[src/rtl/regfile_pkg.sv]
// Shared definitions for the parametrised register file: FSM encodings,
// a constant clog2 helper and the hardwired-zero register index.
package regfile_pkg;

    typedef enum logic {
        ST_IDLE  = 1'b0,
        ST_CLEAR = 1'b1
    } state_t;

    localparam int REG_ZERO = 0;

    // Constant-evaluable so it can size ports in parameter-dependent headers.
    function automatic int clog2(input int value);
        int result;
        result = 0;
        while ((1 << result) < value) begin
            result = result + 1;
        end
        return result;
    endfunction

endpackage

[src/rtl/regfile_clear_fsm.sv]
// Soft-clear sequencer: walks ptr from 1 to DEPTH-1, zeroing one entry per
// cycle while busy is high. Register 0 is never stored, so the sweep skips it.
module regfile_clear_fsm
    import regfile_pkg::*;
#(
    parameter int DEPTH = 16
) (
    input  logic                      clock_reg,
    input  logic                      reset,
    input  logic                      clear_req,
    output logic                      busy,
    output logic                      clr_en,
    output logic [clog2(DEPTH)-1:0]   clr_addr
);

    localparam int AW = clog2(DEPTH);
    localparam logic [AW-1:0] LAST_ADDR = AW'(DEPTH - 1);

    state_t        state;
    logic [AW-1:0] ptr;

    // NOTE: sequential state uses non-blocking assignments so every flop
    // samples the pre-edge values, independent of statement order.
    always_ff @(posedge clock_reg) begin
        if (!reset) begin
            state <= ST_IDLE;
            ptr   <= '0;
            busy  <= 1'b0;
        end else begin
            case (state)
                ST_IDLE: begin
                    if (clear_req) begin
                        state <= ST_CLEAR;
                        ptr   <= AW'(1);
                        busy  <= 1'b1;
                    end
                end
                ST_CLEAR: begin
                    // clear_req is deliberately ignored here; a held request
                    // restarts only after one IDLE cycle.
                    if (ptr == LAST_ADDR) begin
                        state <= ST_IDLE;
                        ptr   <= '0;
                        busy  <= 1'b0;
                    end else begin
                        ptr <= ptr + 1'b1;
                    end
                end
                default: begin
                    state <= ST_IDLE;
                    ptr   <= '0;
                    busy  <= 1'b0;
                end
            endcase
        end
    end

    assign clr_en   = (state == ST_CLEAR);
    assign clr_addr = ptr;

endmodule

[src/rtl/regfile_param_2r1w.sv]
// 2-read/1-write flop-based register file, register 0 hardwired to zero,
// registered reads with write-first bypass and a soft-clear sweep.
module regfile_param_2r1w
    import regfile_pkg::*;
#(
    parameter int WIDTH = 8,
    parameter int DEPTH = 16
) (
    input  logic                      clock_reg,
    input  logic                      reset,
    input  logic                      write_enable,
    input  logic [clog2(DEPTH)-1:0]   write_address,
    input  logic [WIDTH-1:0]          write_data,
    input  logic [clog2(DEPTH)-1:0]   register_address1,
    input  logic [clog2(DEPTH)-1:0]   register_address2,
    input  logic                      clear_req,
    output logic [WIDTH-1:0]          register_data1,
    output logic [WIDTH-1:0]          register_data2,
    output logic                      busy
);

    localparam int AW = clog2(DEPTH);
    localparam logic [AW-1:0] ZERO_ADDR = AW'(REG_ZERO);

    logic [WIDTH-1:0] mem [DEPTH];
    logic             clr_en;
    logic [AW-1:0]    clr_addr;
    logic             wr_ok;
    logic [WIDTH-1:0] rd_next1;
    logic [WIDTH-1:0] rd_next2;

    regfile_clear_fsm #(
        .DEPTH (DEPTH)
    ) u_clear_fsm (
        .clock_reg (clock_reg),
        .reset     (reset),
        .clear_req (clear_req),
        .busy      (busy),
        .clr_en    (clr_en),
        .clr_addr  (clr_addr)
    );

    // Writes are only honoured in IDLE; a write during the sweep is dropped.
    assign wr_ok = write_enable && !clr_en && (write_address != ZERO_ADDR);

    // NOTE: every always_comb output gets a default first so no path can
    // leave it unassigned and infer a latch.
    always_comb begin
        rd_next1 = '0;
        rd_next2 = '0;
        if (!clr_en) begin
            if (register_address1 != ZERO_ADDR) begin
                rd_next1 = (wr_ok && (write_address == register_address1))
                           ? write_data : mem[register_address1];
            end
            if (register_address2 != ZERO_ADDR) begin
                rd_next2 = (wr_ok && (write_address == register_address2))
                           ? write_data : mem[register_address2];
            end
        end
    end

    // NOTE: the array is reset entry by entry, which rules out RAM macro
    // inference; that is intended, storage is plain flops.
    always_ff @(posedge clock_reg) begin
        if (!reset) begin
            for (int i = 0; i < DEPTH; i++) begin
                mem[i] <= '0;
            end
            register_data1 <= '0;
            register_data2 <= '0;
        end else begin
            if (clr_en) begin
                mem[clr_addr] <= '0;
            end else if (wr_ok) begin
                mem[write_address] <= write_data;
            end
            register_data1 <= rd_next1;
            register_data2 <= rd_next2;
        end
    end

endmodule

[config.mk]
export PLATFORM = sky130hd
export DESIGN_NAME = regfile_param_2r1w
export DESIGN_NICKNAME = d
export VERILOG_FILES = /design/src/rtl/regfile_pkg.sv /design/src/rtl/regfile_clear_fsm.sv /design/src/rtl/regfile_param_2r1w.sv
export SDC_FILE = /design/constraint.sdc
export NUM_CORES = 1
export LEC_CHECK = 0
export CAP_MARGIN = 40
export CORE_UTILIZATION = 60
export CTS_CLUSTER_SIZE = 28
export DETAILED_ROUTE_END_ITERATION = 16
export PLACE_DENSITY = 0.78
export REMOVE_ABC_BUFFERS = 1
export SETUP_SLACK_MARGIN = 0.05
export SLEW_MARGIN = 20
export SYNTH_ARGS = -nofsm -noshare
export SYNTH_HDL_FRONTEND = slang
export SYNTH_SLANG_ARGS = --single-unit
[constraint.sdc]
create_clock -name clock_reg -period 3 [get_ports clock_reg]
set_input_delay 0.45 -clock clock_reg [delete_from_list [all_inputs] [get_ports clock_reg]]
set_output_delay 0.45 -clock clock_reg [all_outputs]
set_load 0.02 [all_outputs]
==> results.sh <==
export IMPL_die_h_um=116
export IMPL_synth_area_per_cell_sq_um=12.7
export IMPL_worstHoldPathCells=2
export IMPL_fmax_mhz=412
export IMPL_max_cap_viol_count=0
export IMPL_worst_setup_path_start_kind="primary input"
export IMPL_synth_fa_ha_area_share_pct=0.161
export IMPL_place_congestion=0.947
export IMPL_holdCritPathClass="register to register"
export IMPL_wl_per_cell_um=24.8
export IMPL_htreeDepth=4
export IMPL_reg2reg_depth=6
export IMPL_cp_required_ns=3.35
export IMPL_p_leak_nw=3.23
export IMPL_drc=0
export IMPL_stdcell_count=864
export IMPL_skew_ns=0.00708
export IMPL_min_to="u_clear_fsm.busy$_SDFFE_PN0P_"
export IMPL_final_cell_mix="137 x nor2_1, 128 x edfxtp_1, 75 x nand2_1"
export IMPL_first_global_vias=5592
export IMPL_seq_area_frac_synth_pct=55.2
export IMPL_holdWs_ns=0.519
export IMPL_clockRootBuffer="clkbuf_16"
export IMPL_seq_area_sq_um=4280
export IMPL_grt_overflow=0
export IMPL_reg2reg_to="register_data1[6]$_SDFF_PP0_"
export IMPL_synth_compound_gate_area_share_pct=5.66
export IMPL_routed_wl_mm=21.4
export IMPL_synth_top_family_by_area="multiplexers"
export IMPL_track_usage_pct=34.0
export IMPL_insertedDiodeCount=0
export IMPL_rrSetupSlack_ns=0.66
export IMPL_worstMarginPinSlew_ns=0.724
export IMPL_io_pin_count=41
export IMPL_ctsHoldBuffers=0
export IMPL_clk_latency_ns=0.43
export IMPL_dpl_hpwl_mm=15.1
export IMPL_cts_buffers=17
export IMPL_vias_per_cell=6.65
export IMPL_p_per_area_nw_per_um2=571
export IMPL_synth_xor_area_share_pct=0.677
export IMPL_ys_warn_count=0
export IMPL_status="completed"
export IMPL_core_sq_um=12600
export IMPL_drt_iter0_drc=856
export IMPL_slew_headroom_pct=51.6
export IMPL_dieWidth_um=116
export IMPL_worstHoldStart="u_clear_fsm.busy$_SDFFE_PN0P_"
export IMPL_post_cts_setup_buffers=0
export IMPL_antenna_found_initial=0
export IMPL_syn_inst=611
export IMPL_syn_to_final_growth_pct=19.0
export IMPL_yosysUniqueCellTypes=45
export IMPL_setup_ws_ns=0.572
export IMPL_worstSetupPathType="primary input to register"
export IMPL_multiInputGateArea_sq_um=3310
export IMPL_pre_cts_ws_ns=0.181
export IMPL_setup_total_negative_slack_ns=0
export IMPL_rsz0062_at_grt="no"
export IMPL_numPortBuffers=40
export IMPL_grt_pass1_wl_mm=32.1
export IMPL_grt_max_degree=35
export IMPL_cts_tree="yes"
export IMPL_setup_violations=0
export IMPL_syn_cell_area_sq_um=7760
export IMPL_critPathMaxFanout=9
export IMPL_clkTransAtPathRegs_ns=0.06
export IMPL_cts_sinks=150
export IMPL_worstPathArrival_ns=2.78
export IMPL_synth_seq_cells=150
export IMPL_yosys_area_share_simple_pct=14.8
export IMPL_drive_above_1_share_pct=22.0
export IMPL_clock_path_buffers=2
export IMPL_antenna_left=0
export IMPL_via_count=5747
export IMPL_fill_cells=850
export IMPL_timing_rr_start="u_clear_fsm.clr_en$_SDFF_PN0_"
export IMPL_first_pass_iters=5
export IMPL_postPlaceCellArea_sq_um=8610
export IMPL_final_net_count=704
export IMPL_period_minus_slack_ns=2.43
export IMPL_fin_total_pwr_mw=5.28
export IMPL_die_area_sq_um=13400
export IMPL_num_rows=41
export IMPL_final_common_cell="nor2_1"
export IMPL_final_max_slew_viol_count=0
export IMPL_fin_crit_sh_pct=80.9
export IMPL_initial_utilization_pct=61.5
export IMPL_stdcell_area_sq_um=9240
export IMPL_fin_util_pct=73.2
export IMPL_synth_area_mux_share_pct=20.9
export IMPL_cts_resized=0
export IMPL_dp_cells=832
export IMPL_finalHoldViolCount=0
export IMPL_max_vdd_ir_drop_uv=400
export IMPL_cp_end_kind="register"
==> where the power goes <==
part	total [mW]	internal [mW]	leakage, nW	switching [mW]
combinational	0.607	0.269	1.44	0.338
clock	2.26	1.40	0.294	0.864
sequential	2.41	2.35	1.50	0.0587
total	5.28	4.01	3.23	1.26
==> kinds of logic after synthesis <==
logic type               after synthesis
AND/OR/NAND/NOR                      263
flip-flops                           150
multiplexers                          82
AO/OA/AOI/OAI                         60
buffers and inverters                 48
XOR/XNOR                               6
adder cells (fa/ha/maj)                1
other                                  1
==> critical path, cell delays in order <==
cell	delay, ns
clkdlybuf4s50_1	0.66
nand3b_4	0.22
o32ai_1	0.51
mux2i_1	0.20
nor4_4	0.28
buf_4	0.24
mux2i_1	0.22
==> synth_stat cells, drive strengths merged <==
master	n	area, sq um
a211oi	3	45.0
a21o	1	7.51
a21oi	9	45.0
a22oi	33	248
a31o	1	8.76
a31oi	1	6.26
a32o	1	10.0
and2	2	12.5
and3b	2	17.5
and4b	3	30.0
buf	17	83.8
clkbuf	28	105
conb	1	3.75
dfxtp	22	440
edfxtp	128	3840
ha	1	12.5
inv	3	11.3
mux2	1	11.3
mux2i	17	170
mux4	64	1440
nand2	75	282
nand2b	2	12.5
nand3	19	95.1
nand3b	5	50.1
nand4	3	18.8
nor2	137	514
nor2b	5	31.3
nor3	2	10.0
nor3b	2	15.0
nor4	1	21.3
nor4b	3	26.3
o21ai	7	35.0
o22a	2	17.5
o31ai	1	7.51
o32ai	1	8.76
or3	1	6.26
or4	1	7.51
xnor2	3	26.3
xor2	3	26.3
==> routing by layer <==
layer	GRT usage (%)	vias to the layer above	routed length (um)
li1	-	2442	-
met1	45.8	2824	8190
met2	53.2	399	10300
met3	6.33	82	2100
met4	17.5	0	902
met5	0	-	0
==> how the worst max path moves through the flow <==
stage	from	endpoint	depth (start not counted)
2_1_floorplan	u_clear_fsm.clr_en$_SDFF_PN0_	mem[13][0]$_SDFFCE_PN0P_	5
3_3_place_gp	reset	register_data1[6]$_SDFF_PP0_	7
3_5_place_dp	reset	register_data1[6]$_SDFF_PP0_	7
4_1_cts	reset	register_data1[6]$_SDFF_PP0_	7
5_1_grt	reset	register_data1[6]$_SDFF_PP0_	7
6_report	reset	register_data1[6]$_SDFF_PP0_	7
==> layout make-up <==
type                            count  share of cell area, %
Multi-Input combinational cell    420                   35.8
Inverter                            3                  0.122
Timing Repair Buffer               87                   8.58
Clock inverter                     15                   2.19
Clock buffer                       17                   4.60
Tap cell                          172                   2.33
Sequential cell                   150                   46.4
==> registers in the layout, summed over array words and instances, names as in the netlist <==
register,flops
register_data1,8
mem,128
register_data2,8
u_clear_fsm.clr_en,1
u_clear_fsm.busy,1
u_clear_fsm.clr_addr,4
Note: power is estimated with default switching activity, not from simulation.
